==> config.mk <==
export PLATFORM = sky130hd
export DESIGN_NAME = program_loader
export DESIGN_NICKNAME = d
export VERILOG_FILES = /design/src/rtl/loader_pkg.sv /design/src/rtl/checksum8.sv /design/src/rtl/program_loader.sv
export SDC_FILE = /design/constraint.sdc
export NUM_CORES = 1
export LEC_CHECK = 0
export ABC_AREA = 0
export CORE_AREA = 2 2 79 81
export DETAILED_ROUTE_END_ITERATION = 6
export DIE_AREA = 0 0 81 83
export PLACE_DENSITY = 0.84
export SLEW_MARGIN = 20
export SYNTH_ARGS = -nofsm -noshare
export SYNTH_HDL_FRONTEND = slang
export SYNTH_SLANG_ARGS = --single-unit
export TNS_END_PERCENT = 10
==> constraint.sdc <==
create_clock -name clk -period 5.8 [get_ports clk]
set_input_delay 1.16 -clock clk [delete_from_list [all_inputs] [get_ports clk]]
set_output_delay 1.16 -clock clk [all_outputs]
set_load 0.01 [all_outputs]
==> src/rtl/loader_pkg.sv <==
// -----------------------------------------------------------------------------
// loader_pkg
// Shared definitions for the boot-time program loader: FSM state encoding and
// the checksum width used by both the write-side and read-side accumulators.
// No ports (package).
// -----------------------------------------------------------------------------
package loader_pkg;

    localparam int CSUM_W = 8;

    typedef enum logic [2:0] {
        ST_IDLE   = 3'd0,
        ST_WRITE  = 3'd1,
        ST_VERIFY = 3'd2,
        ST_DONE   = 3'd3,
        ST_ERROR  = 3'd4
    } state_t;

endpackage

==> src/rtl/checksum8.sv <==
// -----------------------------------------------------------------------------
// checksum8
// 8-bit additive accumulator (mod 256) with synchronous clear and add-enable.
// Clear has priority over add.
// Ports:
//   clk      in   system clock
//   rst_n    in   synchronous active-low reset
//   clear    in   zero the running sum on the next edge
//   add_en   in   add add_data to the running sum on the next edge
//   add_data in   byte to accumulate
//   sum      out  registered running sum
// -----------------------------------------------------------------------------
module checksum8
    import loader_pkg::*;
(
    input  logic              clk,
    input  logic              rst_n,
    input  logic              clear,
    input  logic              add_en,
    input  logic [CSUM_W-1:0] add_data,
    output logic [CSUM_W-1:0] sum
);

    logic [CSUM_W-1:0] sum_r;

    // Running sum register: reset, clear, accumulate or hold.
    always_ff @(posedge clk) begin
        if (!rst_n) begin
            sum_r <= {CSUM_W{1'b0}};
        end else if (clear) begin
            sum_r <= {CSUM_W{1'b0}};
        end else if (add_en) begin
            sum_r <= sum_r + add_data;
        end else begin
            sum_r <= sum_r;
        end
    end

    assign sum = sum_r;

endmodule

==> src/rtl/program_loader.sv <==
// -----------------------------------------------------------------------------
// program_loader
// Boot-time loader in front of the 8-bit program memory. Accepts a byte
// stream over valid/ready, writes it to consecutive addresses from 0, then
// (optionally) reads the image back and compares 8-bit additive checksums.
// Holds the CPU off the memory bus while loading or verifying.
// Ports:
//   clk, rst_n            clock, synchronous active-low reset
//   start, length         load request (sampled in IDLE/DONE/ERROR), byte count
//   in_data/valid/ready   program byte stream
//   mem_addr/data         memory address and write data
//   mem_ram_in/ram_out    memory write strobe / read enable
//   mem_q                 memory combinational read data
//   cpu_hold, busy        bus hold and activity status
//   done, error           sticky completion / verification-failure flags
// -----------------------------------------------------------------------------
module program_loader
    import loader_pkg::*;
#(
    parameter int ADDR_W   = 10,
    parameter int MEM_SIZE = 1024,
    parameter bit VERIFY   = 1'b1
) (
    input  logic              clk,
    input  logic              rst_n,
    input  logic              start,
    input  logic [ADDR_W:0]   length,
    input  logic [7:0]        in_data,
    input  logic              in_valid,
    output logic              in_ready,
    output logic [ADDR_W-1:0] mem_addr,
    output logic [7:0]        mem_data,
    output logic              mem_ram_in,
    output logic              mem_ram_out,
    input  logic [7:0]        mem_q,
    output logic              cpu_hold,
    output logic              busy,
    output logic              done,
    output logic              error
);

    localparam int LEN_W = ADDR_W + 1;

    state_t              state_r;
    state_t              state_nx_s;
    logic [LEN_W-1:0]    len_r;
    logic [LEN_W-1:0]    len_nx_s;
    logic [ADDR_W-1:0]   count_r;
    logic [ADDR_W-1:0]   count_nx_s;
    logic [LEN_W-1:0]    len_clamp_s;
    logic                idle_like_s;
    logic                start_ok_s;
    logic                accept_s;
    logic                last_s;
    logic                sum_match_s;
    logic                busy_nx_s;
    logic [CSUM_W-1:0]   sum_wr_s;
    logic [CSUM_W-1:0]   sum_rd_s;
    logic [CSUM_W-1:0]   sum_rd_tot_s;

    logic                in_ready_r;
    logic                mem_ram_out_r;
    logic                cpu_hold_r;
    logic                busy_r;
    logic                done_r;
    logic                error_r;
    logic [ADDR_W-1:0]   mem_addr_r;

    assign len_clamp_s = (length > LEN_W'(MEM_SIZE)) ? LEN_W'(MEM_SIZE) : length;
    assign idle_like_s = (state_r == ST_IDLE) || (state_r == ST_DONE) || (state_r == ST_ERROR);
    assign start_ok_s  = start && idle_like_s;
    // Gating with rst_n keeps a reset asserted mid-stream from landing a write.
    assign accept_s    = in_ready_r && in_valid && rst_n;
    // len_r >= 1 whenever WRITE/VERIFY is active, so len_r-1 never underflows there.
    assign last_s      = ({1'b0, count_r} == (len_r - LEN_W'(1)));
    // The final byte read is folded in combinationally so no extra cycle is needed.
    assign sum_rd_tot_s = sum_rd_s + mem_q;
    assign sum_match_s  = (sum_rd_tot_s == sum_wr_s);

    checksum8 u_sum_wr (
        .clk      (clk),
        .rst_n    (rst_n),
        .clear    (start_ok_s),
        .add_en   (accept_s),
        .add_data (in_data),
        .sum      (sum_wr_s)
    );

    checksum8 u_sum_rd (
        .clk      (clk),
        .rst_n    (rst_n),
        .clear    (start_ok_s),
        .add_en   (state_r == ST_VERIFY),
        .add_data (mem_q),
        .sum      (sum_rd_s)
    );

    // Next-state, length and address-counter logic.
    always_comb begin
        state_nx_s = state_r;
        len_nx_s   = len_r;
        count_nx_s = count_r;
        case (state_r)
            ST_IDLE, ST_DONE, ST_ERROR: begin
                if (start) begin
                    len_nx_s   = len_clamp_s;
                    count_nx_s = ADDR_W'(0);
                    state_nx_s = (len_clamp_s == LEN_W'(0)) ? ST_DONE : ST_WRITE;
                end else begin
                    state_nx_s = state_r;
                end
            end
            ST_WRITE: begin
                if (accept_s) begin
                    if (last_s) begin
                        count_nx_s = ADDR_W'(0);
                        state_nx_s = VERIFY ? ST_VERIFY : ST_DONE;
                    end else begin
                        count_nx_s = count_r + ADDR_W'(1);
                    end
                end else begin
                    count_nx_s = count_r;
                end
            end
            ST_VERIFY: begin
                if (last_s) begin
                    count_nx_s = ADDR_W'(0);
                    state_nx_s = sum_match_s ? ST_DONE : ST_ERROR;
                end else begin
                    count_nx_s = count_r + ADDR_W'(1);
                end
            end
            default: begin
                state_nx_s = ST_IDLE;
                count_nx_s = ADDR_W'(0);
            end
        endcase
    end

    assign busy_nx_s = (state_nx_s == ST_WRITE) || (state_nx_s == ST_VERIFY);

    // State, counters and output registers; outputs are decoded from the next state.
    always_ff @(posedge clk) begin
        if (!rst_n) begin
            state_r       <= ST_IDLE;
            len_r         <= LEN_W'(0);
            count_r       <= ADDR_W'(0);
            in_ready_r    <= 1'b0;
            mem_ram_out_r <= 1'b0;
            cpu_hold_r    <= 1'b0;
            busy_r        <= 1'b0;
            done_r        <= 1'b0;
            error_r       <= 1'b0;
            mem_addr_r    <= ADDR_W'(0);
        end else begin
            state_r       <= state_nx_s;
            len_r         <= len_nx_s;
            count_r       <= count_nx_s;
            in_ready_r    <= (state_nx_s == ST_WRITE);
            mem_ram_out_r <= (state_nx_s == ST_VERIFY);
            cpu_hold_r    <= busy_nx_s;
            busy_r        <= busy_nx_s;
            done_r        <= (state_nx_s == ST_DONE);
            error_r       <= (state_nx_s == ST_ERROR);
            mem_addr_r    <= busy_nx_s ? count_nx_s : ADDR_W'(0);
        end
    end

    assign in_ready    = in_ready_r;
    assign mem_addr    = mem_addr_r;
    // The memory captures the byte on the accepting edge, so data passes straight through.
    assign mem_data    = in_ready_r ? in_data : 8'h00;
    assign mem_ram_in  = accept_s;
    assign mem_ram_out = mem_ram_out_r;
    assign cpu_hold    = cpu_hold_r;
    assign busy        = busy_r;
    assign done        = done_r;
    assign error       = error_r;

endmodule

==> results.rst, run 1 <==
.. list-table::
   :header-rows: 1

   * - Metric
     - Value
   * - Worst path depth
     - 4
   * - Core Area
     - 0.00582 mm^2
   * - Power density over cell area
     - 202 mW/mm^2
   * - Worst Skew
     - 4.34 ps
   * - Final setup violation count
     - 0
   * - Number of core rows
     - 28
   * - I/O Pins
     - 56
   * - Total length of routed met2 wires
     - 3.96 mm
   * - Cell type with the highest occurrence count on the critical path
     - sky130_fd_sc_hd__clkdlybuf4s50_1
   * - Vias post-DR
     - 3,053
   * - F_max
     - 0.247 GHz
   * - Data required time at the worst endpoint
     - 4640 ps
   * - Sequential fraction of the synthesis area
     - 33.7%
   * - Cell Area, Synth
     - 0.00327 mm^2
   * - Worst voltage drop across the vdd grid
     - 0.142 mV
   * - Detailed-placement wirelength estimate
     - 5.90 mm
   * - Sinks on the clock net
     - 55
   * - Summed negative setup slack over all endpoints
     - 0 ps
   * - Worst hold path class
     - flip-flop to flip-flop
   * - Min Tclk post-route
     - 4060 ps
   * - Metal3 WL
     - 330 um
   * - Critical setup path kind
     - primary input to primary output
   * - IO buf count
     - 55
   * - DR vias/cell
     - 5.85
   * - Main flop type after synthesis
     - sky130_fd_sc_hd__dfxtp_1
   * - Share of the cycle needed by the critical path after routing
     - 69.9%
   * - Number of hold buffers added after CTS
     - 0
   * - GP Congestion
     - 0.901
   * - Post-CTS setup buffers
     - 0
   * - CTS root buf
     - sky130_fd_sc_hd__clkbuf_8
   * - Depth of the worst hold-timing path
     - 2
   * - Sort of element at the start of the critical path
     - primary input
   * - Normalized max-slew margin
     - 33.9%
   * - Pin count of the biggest net entering global routing
     - 19
   * - Slowest-stage cell, CP
     - sky130_fd_sc_hd__clkdlybuf4s50_1
   * - Drt pass-1 iters
     - 5
   * - Switching power
     - 228 uW
   * - Series of cell instances along the critical path
     - clkdlybuf4s50_1 -> nand3_1 -> clkinv_1 -> clkdlybuf4s50_1
   * - Inserted Diodes
     - 0
   * - Run status
     - complete, no violations
   * - Gate Count Post-Synth
     - 400
   * - Number of fill cells
     - 523
   * - Height of the die
     - 83 um
   * - Share of async-settable or async-resettable flops after synthesis
     - 0%
   * - Unrepaired setup endpoints after global routing
     - false
   * - Average cell area after synthesis
     - 8.17 um^2
   * - Insertion delay to the later sink of the worst-skew pair
     - 310 ps
   * - Initial core utilization
     - 56.2%
   * - CP delay by family, top
     - buffers and inverters
   * - Flip-flop and latch count after synthesis
     - 55
   * - Worst reg-to-reg path cell count
     - 8
   * - Final Hold Slack
     - 488 ps
   * - Clock H-tree levels
     - 2
   * - Remaining Overflow, GRT
     - 0
   * - Portion of total power attributed to combinational logic
     - 21.3%
   * - Post-route met1 wirelength
     - 3.18 mm
   * - Number of warning messages in the yosys log
     - 0
   * - Count of different cell masters after synthesis
     - 52
   * - Post-CTS clock slew at the launch and capture registers of the worst setup and hold paths
     - 100 ps
   * - Starting DRT DRC Count
     - 164
   * - Total die area
     - 0.00672 mm^2
   * - Power share of the sequential group
     - 50.5%
   * - Non-filler instance count after layout
     - 522
   * - TritonCTS clock tree
     - yes
   * - Total power
     - 795 uW
   * - Die Width
     - 81 um
   * - Number of gates resized after cts
     - 0
   * - Highest-count cells in the layout ignoring fill and taps
     - sky130_fd_sc_hd__dfxtp_1 (55), sky130_fd_sc_hd__clkdlybuf4s50_1 (55), sky130_fd_sc_hd__a21oi_1 (38)
   * - Number of max-capacitance violations reported
     - 0
   * - Share of power burned in the clock network
     - 28.2%
   * - Buffers & Inverters on Critical Path
     - 3
   * - Share of layout cells above drive strength 1
     - 4.25%
   * - Arr. time, crit path
     - 2900 ps
   * - Global-route wire length before repair
     - 12.9 mm
   * - Leakage
     - 0.00155 uW
   * - Detailed Route WL
     - 7.65 mm
   * - GRT Overall Usage
     - 23.7%
   * - Initial antenna violation count
     - 0
   * - Routed len/inst
     - 14.7 um
   * - Least-Margin Pin Slew
     - 964 ps
   * - Highest fanout seen on the critical path
     - 10
   * - Net Count, Synth
     - 449
   * - Number of clock buffers inserted by TritonCTS
     - 5
   * - Type of element capturing the critical path
     - primary output
   * - Max-slew violation total from the final report
     - 0
   * - Switching Fraction
     - 28.7%
   * - Post-layout net count
     - 495
   * - Area Overhead vs Synth
     - 20.6%
   * - Number of hold violations in the final report
     - 0
   * - Number of buffers between clock root and the deepest sink
     - 2
   * - Maximum cell stage delay along the critical path
     - 580 ps
   * - Design internal power
     - 567 uW
   * - DRC
     - 0
   * - ANT nets after route
     - 0
   * - Number of synthesized flops with an enable pin
     - 0
   * - Highest Signal Layer
     - met4
   * - Placed cell count
     - 514
   * - Via count of the first global-routing pass
     - 2,926
per-layer routing:
metal,vias to the layer above,global-route usage [%]
li1,1514,-
met1,1444,26.9
met2,77,43.4
met3,18,4.24
met4,0,8.17
met5,-,0
cell families (layout without fill, tap and decap cells):
kind of cell	after synthesis	count (layout)	share of synthesized area (%)
fa+ha+maj	18	18	7.35
xor+xnor	36	36	10.1
flops	55	55	33.7
mux	2	2	0.612
buf+inv	33	80	4.13
simple gates	148	148	23.0
compound gates	108	108	21.2
cells in the mapped netlist, types with 3 or more instances:
master | count | area share [%]
sky130_fd_sc_hd__clkbuf_1 | 11 | 1.3
sky130_fd_sc_hd__xor2_1 | 16 | 4.3
sky130_fd_sc_hd__or4_1 | 4 | 0.92
sky130_fd_sc_hd__nor4_1 | 4 | 0.77
sky130_fd_sc_hd__nor3b_1 | 3 | 0.69
sky130_fd_sc_hd__a22o_1 | 7 | 1.9
sky130_fd_sc_hd__nor3_1 | 11 | 1.7
sky130_fd_sc_hd__ha_1 | 16 | 6.1
sky130_fd_sc_hd__nor2b_1 | 6 | 1.1
sky130_fd_sc_hd__and2_1 | 9 | 1.7
sky130_fd_sc_hd__nand2_1 | 36 | 4.1
sky130_fd_sc_hd__a21o_1 | 10 | 2.3
sky130_fd_sc_hd__a31oi_1 | 4 | 0.77
sky130_fd_sc_hd__dfxtp_1 | 55 | 34
sky130_fd_sc_hd__inv_1 | 15 | 1.7
sky130_fd_sc_hd__o21a_1 | 4 | 0.92
sky130_fd_sc_hd__nand2b_1 | 4 | 0.77
sky130_fd_sc_hd__o311a_1 | 3 | 0.92
sky130_fd_sc_hd__nor2_1 | 36 | 4.1
sky130_fd_sc_hd__a211oi_1 | 6 | 1.4
sky130_fd_sc_hd__a21oi_1 | 38 | 5.8
sky130_fd_sc_hd__o31ai_1 | 3 | 0.69
sky130_fd_sc_hd__o21ai_0 | 20 | 3.1
sky130_fd_sc_hd__nand3_1 | 16 | 2.4
sky130_fd_sc_hd__xnor2_1 | 19 | 5.1
sky130_fd_sc_hd__or3_1 | 5 | 0.96
metrics by stage:
stage | util (%) | area, um^2 | worst slack (ps)
2_1_floorplan | - | 3270 | 2450
5_1_grt | 67.8 | 3940 | 1640
4_1_cts | 67.8 | 3940 | 1780
3_3_place_gp | 66.1 | 3840 | 1800
6_report | 67.8 | 3940 | 1740
3_5_place_dp | 66.1 | 3840 | 1780
final cells by class:
cell class / instances / area (um^2) / share of cell area, %
multi-input combinational: 312 / 2030 / 51.6
timing repair buffer: 55 / 551 / 14.0
clock buffer: 6 / 82.6 / 2.10
inverter: 17 / 63.8 / 1.62
clock inverter: 2 / 16.3 / 0.413
tap: 75 / 93.8 / 2.38
sequential: 55 / 1100 / 27.9
power by group through the flow:
stage	Clock (uW)	Sequential, uW	Combinational, uW
finish	224	401	170
global route	243	404	187
CTS	231	401	169
detailed placement	0	410	168
global placement	0	410	163
floorplan	0	405	113
worst reg2reg max path, cell delays in order (launching register included):
cell and delay (ps):
sky130_fd_sc_hd__dfxtp_1 400, sky130_fd_sc_hd__nor4_2 600, sky130_fd_sc_hd__nand3b_2 150, sky130_fd_sc_hd__xnor2_1 140, sky130_fd_sc_hd__or4_1 640, sky130_fd_sc_hd__or4_1 580, sky130_fd_sc_hd__nand3_2 120, sky130_fd_sc_hd__mux2i_1 810
sky130_fd_sc_hd__nor2_1 120
registers in the layout, indices dropped and copies added (netlist names), 3 cells and up:
signal,cells
len_r,11
state_r,3
mem_addr,10
u_sum_wr.sum,8
count_r,10
u_sum_rd.sum,8
path summary, 6_finish.rpt:
check / start / end / slack, ps
setup reg to reg: len_r[2] / mem_addr[1] / 2110
hold reg to reg: u_sum_rd.sum[3] / u_sum_rd.sum[3] / 490
setup / recovery: rst_n / mem_ram_in / 1740
hold / removal: u_sum_rd.sum[3] / u_sum_rd.sum[3] / 490
Power figures use the tool's default switching activity.
==> inputs of run 2 (changes only) <==
Settings changed: CORE_AREA 2 2 79 81 to 2 2 82 84, DIE_AREA 0 0 81 83 to 0 0 84 86, PLACE_DENSITY 0.84 to 0.78.
Clock period 5.8 ns to 3.9 ns, I/O delays scaled along.
==> results.rst, run 2 (synthesized netlist as in run 1, its figures left out) <==
.. list-table::
   :header-rows: 1

   * - Metric
     - Value
   * - Power density over cell area
     - 314 mW/mm^2 (+56%)
   * - Final Hold Slack
     - 491 ps (+2.39 ps)
   * - Maximum cell stage delay along the critical path
     - 440 ps (-140 ps)
   * - Highest fanout seen on the critical path
     - 3 (-7)
   * - Critical setup path kind
     - primary input to flip-flop
   * - Worst setup slack for register-to-register paths
     - 690 ps (-1420 ps)
   * - Number of gates resized after cts
     - 0 (unchanged)
   * - Initial antenna violation count
     - 0 (unchanged)
   * - Post-CTS clock slew at the launch and capture registers of the worst setup and hold paths
     - 100 ps (about the same)
   * - Number of fill cells
     - 550 (+5.2%)
   * - Drt pass-1 iters
     - 6 (+1)
   * - Data required time at the worst endpoint
     - 4140 ps (-500 ps)
   * - Minimum setup slack after placement
     - 199 ps (-1580 ps)
   * - Worst Skew
     - 7.17 ps (+2.83 ps)
   * - Die Width
     - 84 um (+3.7%)
   * - Highest-count cells in the layout ignoring fill and taps
     - sky130_fd_sc_hd__dfxtp_1 (55), sky130_fd_sc_hd__clkdlybuf4s50_1 (55), sky130_fd_sc_hd__a21oi_1 (38)
   * - Max-slew violation total from the final report
     - 0 (unchanged)
   * - Core Area
     - 0.00628 mm^2 (+7.9%)
   * - F_max
     - 0.292 GHz
   * - Via count of the first global-routing pass
     - 2,909 (-0.58%)
   * - Register Area
     - 0.00110 mm^2 (unchanged)
   * - Multi-input logic area
     - 0.00203 mm^2 (unchanged)
   * - Cell type with the highest occurrence count on the critical path
     - sky130_fd_sc_hd__a21oi_1
   * - Post-route cell area
     - 0.00400 mm^2 (+1.4%)
   * - Sort of element at the start of the critical path
     - primary input
   * - Total power
     - 1250 uW (+58%)
   * - Post-CTS setup buffers
     - 0 (unchanged)
   * - Run status
     - complete, no violations
   * - Placed standard-cell area
     - 0.00387 mm^2 (+0.85%)
   * - Type of element capturing the critical path
     - flip-flop
   * - Worst hold path class
     - flip-flop to flip-flop
   * - Summed negative setup slack over all endpoints
     - 0 ps (unchanged)
   * - Insertion delay to the later sink of the worst-skew pair
     - 310 ps (about the same)
   * - CTS root buf
     - sky130_fd_sc_hd__clkbuf_8
   * - Vias post-DR
     - 3,073 (+0.66%)
   * - GRT Overall Usage
     - 22.0% (-1.7 points)
   * - Share of the cycle needed by the critical path after routing
     - 87.7%
   * - CP delay by family, top
     - compound AO/OA/AOI/OAI gates
   * - Most flop-heavy register
     - len_r
   * - Detailed-placement wirelength estimate
     - 5.91 mm (+0.31%)
   * - Routed len/inst
     - 14.7 um (+0.31%)
   * - Area Overhead vs Synth
     - 22.2%
   * - Worst flop-to-flop path endpoint
     - count_r[8]
   * - Depth of the worst hold-timing path
     - 2 (unchanged)
   * - Remaining Overflow, GRT
     - 0 (unchanged)
   * - Number of core rows
     - 29 (+3.6%)
   * - Worst hold start
     - u_sum_rd.sum[5]
   * - Slack of the critical path
     - 479 ps (-1260 ps)
   * - Sinks on the clock net
     - 55 (unchanged)
   * - Final setup violation count
     - 0 (unchanged)
   * - Slowest-stage cell, CP
     - sky130_fd_sc_hd__nor4b_1
   * - Arr. time, crit path
     - 3660 ps (+760 ps)
   * - Number of hold buffers added after CTS
     - 0 (unchanged)
   * - Worst reg-to-reg path cell count
     - 10 (+2)
   * - Hold Crit Endpoint
     - u_sum_rd.sum[5]
   * - DRC
     - 0 (unchanged)
   * - Unrepaired setup endpoints after global routing
     - false
   * - IO buf count
     - 55 (unchanged)
   * - TritonCTS clock tree
     - yes
   * - Total die area
     - 0.00722 mm^2 (+7.5%)
   * - Number of clock buffers inserted by TritonCTS
     - 5 (unchanged)
   * - Least-Margin Pin Slew
     - 802 ps (-162 ps)
   * - Post-layout net count
     - 499 (+0.81%)
   * - DR vias/cell
     - 5.82 (-0.49%)
   * - I/O Pins
     - 56 (unchanged)
   * - Starting DRT DRC Count
     - 213 (+30%)
   * - Detailed Route WL
     - 7.76 mm (+1.5%)
   * - FF-to-FF Start
     - len_r[0]
   * - Min Tclk post-route
     - 3420 ps
   * - Initial core utilization
     - 52.1% (-4.1 points)
   * - Leakage
     - 0.00158 uW (+2.1%)
   * - Number of max-capacitance violations reported
     - 0 (unchanged)
   * - Normalized max-slew margin
     - 46.5% (+13 points)
   * - Clock H-tree levels
     - 2 (unchanged)
   * - Height of the die
     - 86 um (+3.6%)
   * - Number of hold violations in the final report
     - 0 (unchanged)
   * - GP Congestion
     - 0.959 (+6.4%)
   * - Share of layout cells above drive strength 1
     - 5.10% (+0.85 points)
   * - ANT nets after route
     - 0 (unchanged)
   * - Max FFs per register
     - 11 (unchanged)
   * - Inserted Diodes
     - 0 (unchanged)
   * - Global-route wire length before repair
     - 13.3 mm (+2.7%)
   * - Number of buffers between clock root and the deepest sink
     - 2 (unchanged)
   * - Series of cell instances along the critical path
     - clkdlybuf4s50_1 -> ha_1 -> fa_1 -> a21o_1 -> a21oi_1 -> xnor2_1 -> o311ai_0 -> o21a_1 -> nor4b_1 -> nand3_1 -> a21oi_1
   * - Buffers & Inverters on Critical Path
     - 1 (-2)
   * - Worst voltage drop across the vdd grid
     - 0.227 mV (+60%)
   * - Pin count of the biggest net entering global routing
     - 19 (unchanged)
## run 2: layer usage
metal  global-route usage [%]  part of all wire [%]  vias up
met2                     39.3                    50       94
met1                     26.9                    44     1445
met5                        0                     0        -
met4                     7.92                   1.9        0
met3                     3.66                   4.8       17
li1                         -                     -     1517
## run 2: cell type report
| cell class | count | area share, % |
|---|---|---|
| inverters | 17 | 1.60 |
| multi-input cells | 312 | 50.9 |
| well taps | 77 | 2.41 |
| clock buffers | 6 | 2.07 |
| repair buffers | 59 | 14.5 |
| flip-flops and latches | 55 | 27.6 |
| clock inverters | 2 | 0.971 |
## run 2: metrics by stage
| step | util (%) | instances |
|---|---|---|
| finish | 63.7 | 528 |
| global route | 63.7 | 528 |
| detailed placement | 61.7 | 520 |
| CTS | 63.7 | 528 |
| global placement | 61.7 | 520 |
| floorplan | - | 400 |
## run 2: worst max path at each step
stage,startpoint,end,slack (ps),cells past startpoint
finish,mem_q[0],state_r[1],480,11
global route,mem_q[0],done,240,11
CTS,mem_q[0],done,480,11
detailed placement,mem_q[0],state_r[1],200,11
global placement,mem_q[0],done,360,11
floorplan,mem_q[0],error,930,10
## run 2: worst min-delay path: stages, from the launching register on
cell                      delay, ps
sky130_fd_sc_hd__dfxtp_1        330
sky130_fd_sc_hd__o21ai_0         70
sky130_fd_sc_hd__a21oi_1         60
## run 2: power by group
| part | leakage (uW) | switching (uW) | internal (uW) |
|---|---|---|---|
| Clock | 0.0000618 | 188 | 211 |
| Combinational | 0.00108 | 133 | 125 |
| Sequential | 0.000446 | 20.6 | 577 |
| Total | 0.00158 | 341 | 913 |
